<file path="config.mk">
export PLATFORM = sky130hd
export DESIGN_NAME = core_wb_arbiter_flat
export DESIGN_NICKNAME = d
export VERILOG_FILES = /design/src/rtl/core_wb_arbiter_pkg.sv /design/src/rtl/core_wb_arbiter_if.sv /design/src/rtl/core_wb_arbiter_watchdog.sv /design/src/rtl/core_wb_arbiter.sv /design/src/flat_wrapper.sv
export SDC_FILE = /design/constraint.sdc
export NUM_CORES = 1
export LEC_CHECK = 0
export ABC_CLOCK_PERIOD_IN_PS = 1800
export CAP_MARGIN = 20
export CORE_AREA = 2 2 118 120
export DETAILED_ROUTE_END_ITERATION = 12
export DIE_AREA = 0 0 120 122
export GPL_ROUTABILITY_DRIVEN = 0
export GPL_TIMING_DRIVEN = 0
export PLACE_DENSITY = 0.71
export SYNTH_ARGS = -nofsm -noshare
export SYNTH_HDL_FRONTEND = slang
export SYNTH_HIERARCHICAL = 1
export SYNTH_SLANG_ARGS = --single-unit
export TNS_END_PERCENT = 30
</file>
<file path="constraint.sdc">
create_clock -name wb_clk_i -period 1.8 [get_ports wb_clk_i]
set_input_delay 0.18 -clock wb_clk_i [delete_from_list [all_inputs] [get_ports wb_clk_i]]
set_output_delay 0.18 -clock wb_clk_i [all_outputs]
set_load 0.02 [all_outputs]
</file>
<file path="src/rtl/core_wb_arbiter_pkg.sv">
// Shared types for the instruction/data Wishbone arbiter: FSM states, grant
// encoding and the all-ones read value used at reset and on watchdog abort.
package core_wb_arbiter_pkg;

    typedef enum logic [1:0] {
        ST_IDLE   = 2'd0,
        ST_START  = 2'd1,
        ST_ACTIVE = 2'd2,
        ST_DONE   = 2'd3
    } arb_state_t;

    typedef enum logic {
        GRANT_INSTR = 1'b0,
        GRANT_DATA  = 1'b1
    } grant_t;

    localparam logic [31:0] READ_DEFAULT = 32'hFFFF_FFFF;

    // On a tie the requester that was not served last wins.
    function automatic grant_t pick_grant(input logic instr_req, input logic data_req,
                                          input grant_t last_grant);
        if (instr_req && data_req)
            return (last_grant == GRANT_INSTR) ? GRANT_DATA : GRANT_INSTR;
        else if (data_req)
            return GRANT_DATA;
        else
            return GRANT_INSTR;
    endfunction

endpackage

</file>
<file path="src/rtl/core_wb_arbiter_if.sv">
// Requester-side and downstream-side signals of the arbiter. The master modport
// is the arbiter's view; slave is the view of the requesters plus memory side.
interface core_wb_arbiter_if #(
    parameter int unsigned ADDRESS_WIDTH = 28
);
    logic [ADDRESS_WIDTH-1:0] instrAddress;
    logic [3:0]               instrByteSelect;
    logic                     instrEnable;
    logic                     instrWriteEnable;
    logic [31:0]              instrDataWrite;
    logic [31:0]              instrDataRead;
    logic                     instrAck;
    logic                     instrError;

    logic [ADDRESS_WIDTH-1:0] dataAddress;
    logic [3:0]               dataByteSelect;
    logic                     dataEnable;
    logic                     dataWriteEnable;
    logic [31:0]              dataDataWrite;
    logic [31:0]              dataDataRead;
    logic                     dataAck;
    logic                     dataError;

    logic [ADDRESS_WIDTH-1:0] wbAddress;
    logic [3:0]               wbByteSelect;
    logic                     wbWriteEnable;
    logic [31:0]              wbDataWrite;
    logic                     wbEnable;
    logic [31:0]              wbDataRead;
    logic                     wbBusy;

    modport master (
        input  instrAddress, instrByteSelect, instrEnable, instrWriteEnable, instrDataWrite,
        output instrDataRead, instrAck, instrError,
        input  dataAddress, dataByteSelect, dataEnable, dataWriteEnable, dataDataWrite,
        output dataDataRead, dataAck, dataError,
        output wbAddress, wbByteSelect, wbWriteEnable, wbDataWrite, wbEnable,
        input  wbDataRead, wbBusy
    );

    modport slave (
        output instrAddress, instrByteSelect, instrEnable, instrWriteEnable, instrDataWrite,
        input  instrDataRead, instrAck, instrError,
        output dataAddress, dataByteSelect, dataEnable, dataWriteEnable, dataDataWrite,
        input  dataDataRead, dataAck, dataError,
        input  wbAddress, wbByteSelect, wbWriteEnable, wbDataWrite, wbEnable,
        output wbDataRead, wbBusy
    );

endinterface

</file>
<file path="src/rtl/core_wb_arbiter_watchdog.sv">
// 8-bit transaction watchdog: cleared at transaction start, counts while enabled,
// flags expiry when the count reaches TIMEOUT_CYCLES (0 disables it).
module core_wb_arbiter_watchdog #(
    parameter int unsigned TIMEOUT_CYCLES = 255
) (
    input  logic wb_clk_i,
    input  logic wb_rst_i,
    input  logic clear,
    input  logic enable,
    output logic expired
);

    localparam logic [7:0] LIMIT = 8'(TIMEOUT_CYCLES);

    logic [7:0] count_q;

    always_ff @(posedge wb_clk_i) begin
        if (wb_rst_i)
            count_q <= '0;
        else if (clear)
            count_q <= '0;
        else if (enable && (count_q != '1))
            count_q <= count_q + 8'd1;
    end

    assign expired = (LIMIT != '0) && (count_q == LIMIT);

endmodule

</file>
<file path="src/rtl/core_wb_arbiter.sv">
// Round-robin arbiter sharing one single-beat downstream Wishbone port between
// the instruction-fetch and data-memory requesters, with watchdog abort.
module core_wb_arbiter #(
    parameter int unsigned ADDRESS_WIDTH  = 28,
    parameter int unsigned TIMEOUT_CYCLES = 255
) (
    input  logic               wb_clk_i,
    input  logic               wb_rst_i,
    core_wb_arbiter_if.master  bus
);
    import core_wb_arbiter_pkg::*;

    arb_state_t               state_q, state_d;
    grant_t                   grant_q, last_grant_q;
    logic                     err_q, abort_q;
    logic                     complete, done_err, done_abort;
    logic                     req_any, granted_en, granted_we;
    logic                     wd_clear, wd_run, wd_expired;
    logic [31:0]              instr_rd_q, data_rd_q;
    logic [ADDRESS_WIDTH-1:0] addr_mux;

    assign req_any    = bus.instrEnable | bus.dataEnable;
    assign granted_en = (grant_q == GRANT_DATA) ? bus.dataEnable      : bus.instrEnable;
    assign granted_we = (grant_q == GRANT_DATA) ? bus.dataWriteEnable : bus.instrWriteEnable;

    assign wd_clear = (state_q == ST_IDLE) && req_any;
    assign wd_run   = (state_q == ST_START) || (state_q == ST_ACTIVE);

    core_wb_arbiter_watchdog #(
        .TIMEOUT_CYCLES(TIMEOUT_CYCLES)
    ) u_watchdog (
        .wb_clk_i (wb_clk_i),
        .wb_rst_i (wb_rst_i),
        .clear    (wd_clear),
        .enable   (wd_run),
        .expired  (wd_expired)
    );

    always_ff @(posedge wb_clk_i) begin
        if (wb_rst_i)
            state_q <= ST_IDLE;
        else
            state_q <= state_d;
    end

    // Requester withdrawal beats watchdog expiry, which beats normal completion.
    always_comb begin
        state_d    = state_q;
        complete   = 1'b0;
        done_err   = 1'b0;
        done_abort = 1'b0;
        unique case (state_q)
            ST_IDLE:
                if (req_any) state_d = ST_START;
            ST_START, ST_ACTIVE: begin
                if (!granted_en) begin
                    state_d    = ST_DONE;
                    done_abort = 1'b1;
                end else if (wd_expired) begin
                    state_d  = ST_DONE;
                    done_err = 1'b1;
                end else if ((state_q == ST_START) && bus.wbBusy) begin
                    state_d = ST_ACTIVE;
                end else if ((state_q == ST_ACTIVE) && !bus.wbBusy) begin
                    state_d  = ST_DONE;
                    complete = 1'b1;
                end
            end
            ST_DONE:
                state_d = ST_IDLE;
            default:
                state_d = ST_IDLE;
        endcase
    end

    always_comb begin
        bus.wbEnable   = 1'b0;
        bus.instrAck   = 1'b0;
        bus.dataAck    = 1'b0;
        bus.instrError = 1'b0;
        bus.dataError  = 1'b0;
        unique case (state_q)
            ST_START, ST_ACTIVE:
                bus.wbEnable = 1'b1;
            ST_DONE:
                if (!abort_q) begin
                    if (grant_q == GRANT_DATA) begin
                        bus.dataAck   = 1'b1;
                        bus.dataError = err_q;
                    end else begin
                        bus.instrAck   = 1'b1;
                        bus.instrError = err_q;
                    end
                end
            default: ;
        endcase
    end

    always_ff @(posedge wb_clk_i) begin
        if (wb_rst_i) begin
            grant_q      <= GRANT_INSTR;
            last_grant_q <= GRANT_INSTR;
            err_q        <= 1'b0;
            abort_q      <= 1'b0;
            instr_rd_q   <= READ_DEFAULT;
            data_rd_q    <= READ_DEFAULT;
        end else begin
            if ((state_q == ST_IDLE) && req_any)
                grant_q <= pick_grant(bus.instrEnable, bus.dataEnable, last_grant_q);
            if (state_q == ST_DONE)
                last_grant_q <= grant_q;
            if (complete || done_err || done_abort) begin
                err_q   <= done_err;
                abort_q <= done_abort;
            end
            if (done_err) begin
                if (grant_q == GRANT_DATA) data_rd_q  <= READ_DEFAULT;
                else                       instr_rd_q <= READ_DEFAULT;
            end else if (complete && !granted_we) begin
                if (grant_q == GRANT_DATA) data_rd_q  <= bus.wbDataRead;
                else                       instr_rd_q <= bus.wbDataRead;
            end
        end
    end

    assign bus.instrDataRead = instr_rd_q;
    assign bus.dataDataRead  = data_rd_q;

    assign addr_mux          = (grant_q == GRANT_DATA) ? bus.dataAddress     : bus.instrAddress;
    assign bus.wbAddress     = addr_mux;
    assign bus.wbByteSelect  = (grant_q == GRANT_DATA) ? bus.dataByteSelect  : bus.instrByteSelect;
    assign bus.wbWriteEnable = granted_we;
    assign bus.wbDataWrite   = (grant_q == GRANT_DATA) ? bus.dataDataWrite   : bus.instrDataWrite;

endmodule

</file>
<file path="src/flat_wrapper.sv">
// flat-port wrapper written by rule: the top's interface ports become plain ports
module core_wb_arbiter_flat import core_wb_arbiter_pkg::*;
#(
    parameter int unsigned ADDRESS_WIDTH  = 28,
    parameter int unsigned TIMEOUT_CYCLES = 255
)
  (wb_clk_i, wb_rst_i, bus_instrAddress, bus_instrByteSelect, bus_instrEnable, bus_instrWriteEnable, bus_instrDataWrite, bus_instrDataRead, bus_instrAck, bus_instrError, bus_dataAddress, bus_dataByteSelect, bus_dataEnable, bus_dataWriteEnable, bus_dataDataWrite, bus_dataDataRead, bus_dataAck, bus_dataError, bus_wbAddress, bus_wbByteSelect, bus_wbWriteEnable, bus_wbDataWrite, bus_wbEnable, bus_wbDataRead, bus_wbBusy);
  core_wb_arbiter_if #(.ADDRESS_WIDTH(ADDRESS_WIDTH)) bus_i ();
  input  logic wb_clk_i;
  input  logic wb_rst_i;
  input wire logic [$bits(bus_i.instrAddress)-1:0] bus_instrAddress;
  input wire logic [$bits(bus_i.instrByteSelect)-1:0] bus_instrByteSelect;
  input wire logic [$bits(bus_i.instrEnable)-1:0] bus_instrEnable;
  input wire logic [$bits(bus_i.instrWriteEnable)-1:0] bus_instrWriteEnable;
  input wire logic [$bits(bus_i.instrDataWrite)-1:0] bus_instrDataWrite;
  output wire logic [$bits(bus_i.instrDataRead)-1:0] bus_instrDataRead;
  output wire logic [$bits(bus_i.instrAck)-1:0] bus_instrAck;
  output wire logic [$bits(bus_i.instrError)-1:0] bus_instrError;
  input wire logic [$bits(bus_i.dataAddress)-1:0] bus_dataAddress;
  input wire logic [$bits(bus_i.dataByteSelect)-1:0] bus_dataByteSelect;
  input wire logic [$bits(bus_i.dataEnable)-1:0] bus_dataEnable;
  input wire logic [$bits(bus_i.dataWriteEnable)-1:0] bus_dataWriteEnable;
  input wire logic [$bits(bus_i.dataDataWrite)-1:0] bus_dataDataWrite;
  output wire logic [$bits(bus_i.dataDataRead)-1:0] bus_dataDataRead;
  output wire logic [$bits(bus_i.dataAck)-1:0] bus_dataAck;
  output wire logic [$bits(bus_i.dataError)-1:0] bus_dataError;
  output wire logic [$bits(bus_i.wbAddress)-1:0] bus_wbAddress;
  output wire logic [$bits(bus_i.wbByteSelect)-1:0] bus_wbByteSelect;
  output wire logic [$bits(bus_i.wbWriteEnable)-1:0] bus_wbWriteEnable;
  output wire logic [$bits(bus_i.wbDataWrite)-1:0] bus_wbDataWrite;
  output wire logic [$bits(bus_i.wbEnable)-1:0] bus_wbEnable;
  input wire logic [$bits(bus_i.wbDataRead)-1:0] bus_wbDataRead;
  input wire logic [$bits(bus_i.wbBusy)-1:0] bus_wbBusy;
  assign bus_i.instrAddress = bus_instrAddress;
  assign bus_i.instrByteSelect = bus_instrByteSelect;
  assign bus_i.instrEnable = bus_instrEnable;
  assign bus_i.instrWriteEnable = bus_instrWriteEnable;
  assign bus_i.instrDataWrite = bus_instrDataWrite;
  assign bus_instrDataRead = bus_i.instrDataRead;
  assign bus_instrAck = bus_i.instrAck;
  assign bus_instrError = bus_i.instrError;
  assign bus_i.dataAddress = bus_dataAddress;
  assign bus_i.dataByteSelect = bus_dataByteSelect;
  assign bus_i.dataEnable = bus_dataEnable;
  assign bus_i.dataWriteEnable = bus_dataWriteEnable;
  assign bus_i.dataDataWrite = bus_dataDataWrite;
  assign bus_dataDataRead = bus_i.dataDataRead;
  assign bus_dataAck = bus_i.dataAck;
  assign bus_dataError = bus_i.dataError;
  assign bus_wbAddress = bus_i.wbAddress;
  assign bus_wbByteSelect = bus_i.wbByteSelect;
  assign bus_wbWriteEnable = bus_i.wbWriteEnable;
  assign bus_wbDataWrite = bus_i.wbDataWrite;
  assign bus_wbEnable = bus_i.wbEnable;
  assign bus_i.wbDataRead = bus_wbDataRead;
  assign bus_i.wbBusy = bus_wbBusy;
  core_wb_arbiter #(.ADDRESS_WIDTH(ADDRESS_WIDTH), .TIMEOUT_CYCLES(TIMEOUT_CYCLES)) u_core (.wb_clk_i(wb_clk_i), .wb_rst_i(wb_rst_i), .bus(bus_i));
endmodule
</file>
==> flow_summary_export.csv <==
group,metric,value,unit
floorplanning,dieHeight,122,um
clock_tree,clkSinkCount,78,
hold_path,hp-start,"u_core/bus.instrDataRead[18]$_SDFFE_PP1P_",
worst_setup_path,timing.rr.start,"u_core/u_watchdog/count_q[0]$_SDFFE_PP0P_",
clock_tree,clkSlewWorstSetupHoldPaths,60,ps
hold_path,holdCritPathClass,"flip-flop to flip-flop",
synthesis,ys_types,44,
route,wl_met2,8080,um
final_layout,areaGrowthSynthToFinish,100,%
floorplanning,core,13500,um^2
timing,finalCritPeriodShare,103,%
worst_setup_path,path_class,"flip-flop to flip-flop",
timing,grt_setup_unrepaired,"yes",
synthesis,synth_async_sr_flop_share,0,%
global_route,grt.total_usage,18.9,%
place,portBuffers,300,
clock_tree,cts_root_buffer,"clkbuf_16",
final_layout,diodes,0,
worst_setup_path,crit_chain,"ha_4 > and4_4 > and2_4 > o21bai_4 > o21bai_4 > buf_12 > buf_4 > o32a_1",
synthesis,synth_nets,494,
timing,finalHoldViolations,0,
timing,setup_tns,-1060,ps
synthesis,synth_seq_cells,78,
route,drtPass1Iterations,4,
route,avgViaCountPerCell,4.92,
worst_setup_path,slowest_stage,"dfxtp_4",
timing,fin_skew,11.5,ps
floorplanning,num_rows,43,
route,wl_met1,5780,um
global_route,grt_pass1_vias,4075,
worst_setup_path,cp.required,2010,ps
global_route,grt_max_degree,14,
route,met3_length,1100,um
worst_setup_path,endpoint_kind,"flip-flop",
floorplanning,die_w,120,um
synthesis,synth-main-ff-cell,"dfxtp_1",
synthesis,synthCells,322,
route,drcViolationCount,0,
run,cap_violations,0,
clock_tree,cts_made_buffers,9,
worst_setup_path,max_stage_delay,360,ps
timing,slew_violations,0,
floorplanning,start_util,27.2,%
route,drt-total-wl,15000,um
route,detail-route-antenna-nets,0,
power,cellLeakagePower,2.79,nW
timing,hold_slack,471,ps
power,power_frac_comb,41.3,%
worst_setup_path,worstPathArrival,2070,ps
route,highest-signal-layer,"met4",
clock_tree,h-tree-depth,3,
route,vias,4092,
worst_setup_path,cp_max_fo,7,
timing,final.setup.worst_slack,-58.5,ps
synthesis,ys_warn_count,6,
timing,setup_violations,32,
route,wl_per_cell,18.0,um
worst_setup_path,cp-start-kind,"flip-flop",
floorplanning,die_area,14600,um^2
power,sw_frac_of_total,31.6,%
place,dp.final_hpwl,11900,um
final_layout,drive_above_1_share,32.9,%
synthesis,netlist_area,3680,um^2
run_status,outcome,"finished with violations",
timing,worstMarginPinSlew,529,ps
timing,fmax,538,MHz
final_layout,nets,819,
power,p_int,4.52,mW
route,first_iter_violations,250,
final_layout,register_area,1570,um^2
timing,min_period,1860,ps
power,p_clk_share,30.7,%
power,peakVddDrop,0.408,mV
global_route,antenna_found_initial,0,
synthesis,avgSynthCellArea,11.4,um^2
global_route,overflow,0,
synthesis,ys_seq_area_share,42.5,%
final_layout,fin_area,7360,um^2
power,p_per_area,898,nW/um^2
clock_tree,clock_latency,330,ps
synthesis,synth_enable_flop_cells,0,
power,seq_power_share,28.1,%
place,post-place-ws,-456,ps
global_route,grt_first_pass_wirelength,21800,um
floorplanning,ios,301,
worst_setup_path,cpMostUsedCell,"o21bai_4",
final_layout,multi_input_area,2070,um^2
final_layout,n_fill_cell,1199,
worst_setup_path,startpoint,"u_core/u_watchdog/count_q[0]$_SDFFE_PP0P_",
run_status,violations,"setup timing",
power,p_sw,2.09,mW
place,dpl-instance-area,6920,um^2
timing,maxSlewHeadroom,64.7,%
clock_tree,cts_tree,"done",
clock_tree,clock_path_buffers,2,
power,total_power,6.61,mW
-- worst paths after layout --
| check | to | slack, ps | depth (start not counted) |
|---|---|---|---|
| worst min register to register | u_core/bus.instrDataRead[18]$_SDFFE_PP1P_ | 470 | 1 |
| worst min-delay path | u_core/bus.instrDataRead[18]$_SDFFE_PP1P_ | 470 | 1 |
| worst max-delay path | u_core/bus.instrDataRead[10]$_SDFFE_PP1P_ | -60 | 8 |
| worst max register to register | u_core/bus.instrDataRead[10]$_SDFFE_PP1P_ | -60 | 8 |
-- registers in the layout (all words and copies together), names as in the netlist --
signal	cells
u_core/grant_q	1
u_core/u_watchdog/count_q	8
u_core/err_q	1
u_core/abort_q	1
u_core/bus.dataDataRead	32
u_core/state_q	2
u_core/bus.instrDataRead	32
u_core/last_grant_q	1
-- repair_timing --
item,in CTS,in global routing
buffers inserted,4,6
setup endpoints to repair,134,132
cloned,1,3
hold buffers,0,0
pin swaps,4,26
gates resized for setup,263,84
-- placed cells by master, fill, tap and decap left out, types with 4 or more instances in the layout --
master / n
buf_2: 50
buf_6: 10
a21oi_1: 6
nand2_1: 12
clkbuf_2: 9
nor2_1: 5
mux2_2: 65
mux2i_1: 4
buf_8: 6
buf_4: 15
nor2b_1: 4
clkdlybuf4s50_1: 230
inv_1: 4
clkdlybuf4s15_2: 9
o32a_1: 64
dfxtp_1: 74
clkbuf_16: 11
clkbuf_4: 5
-- final cells by class --
class                   instances  area share [%]
plain buffers                  27            4.22
clock inverters                 6            1.51
flip-flops and latches         78            21.3
well taps                     180            3.06
multi-input cells             214            28.1
clock buffers                   9            3.06
inverters                       4           0.204
repair buffers                313            38.5
-- routing by layer --
metal | GRT usage (%) | vias to the layer above
met1 | 22.0 | 1964
met2 | 34.8 | 179
met5 | 0 | -
met4 | 3.24 | 0
li1 | - | 1947
met3 | 5.20 | 2
-- power groups by stage --
stage | Sequential, mW | Clock (mW) | Combinational (mW)
final | 1.86 | 2.03 | 2.73
after CTS | 1.84 | 2.06 | 2.77
after global routing | 1.86 | 2.14 | 2.90
after floorplan | 1.87 | 0 | 1.46
after detailed placement | 1.87 | 0 | 2.66
after global placement | 1.87 | 0 | 2.63
-- critical path: cells and delay by family, from the launching register on --
| kind | cells | cell delay (ps) |
|---|---|---|
| AO/OA/AOI/OAI | 3 | 530 |
| AND/OR/NAND/NOR | 2 | 370 |
| flip-flops | 1 | 360 |
| buffers and inverters | 2 | 300 |
| adder cells (fa/ha/maj) | 1 | 170 |
-- cell usage after synthesis, types with 2 or more instances --
cell / count / area share [%]
o21bai_1: 4 / 0.82
mux2_2: 65 / 20
nand2_1: 12 / 1.2
buf_6: 3 / 0.92
o21ai_0: 2 / 0.27
nand2b_1: 2 / 0.34
clkbuf_1: 14 / 1.4
mux2i_1: 4 / 1.1
nor2_1: 6 / 0.61
nand4_1: 3 / 0.51
o32a_1: 64 / 17
ha_1: 5 / 1.7
nand3_1: 2 / 0.27
a32oi_1: 2 / 0.48
or3_1: 2 / 0.34
and2_1: 3 / 0.51
nor2b_1: 5 / 0.85
and3_1: 3 / 0.51
buf_2: 9 / 1.2
dfxtp_1: 78 / 42
inv_1: 4 / 0.41
a21oi_1: 6 / 0.82
nor3b_1: 3 / 0.61
-- per-stage QoR --
step | std cells | utilization (%)
global placement | 802 | 51.2
finish | 831 | 54.5
detailed placement | 802 | 51.2
CTS | 822 | 55.8
global route | 831 | 54.5
floorplan | 322 | -
-- kinds of logic after synthesis --
group           after synthesis  share of synthesized area, %
compound gates               90                          22.7
fa+ha+maj                     5                          1.70
buf+inv                      31                          4.19
flops                        78                          42.5
mux                          70                          21.4
simple gates                 48                          7.56
Note: power is estimated with default switching activity, not from simulation.
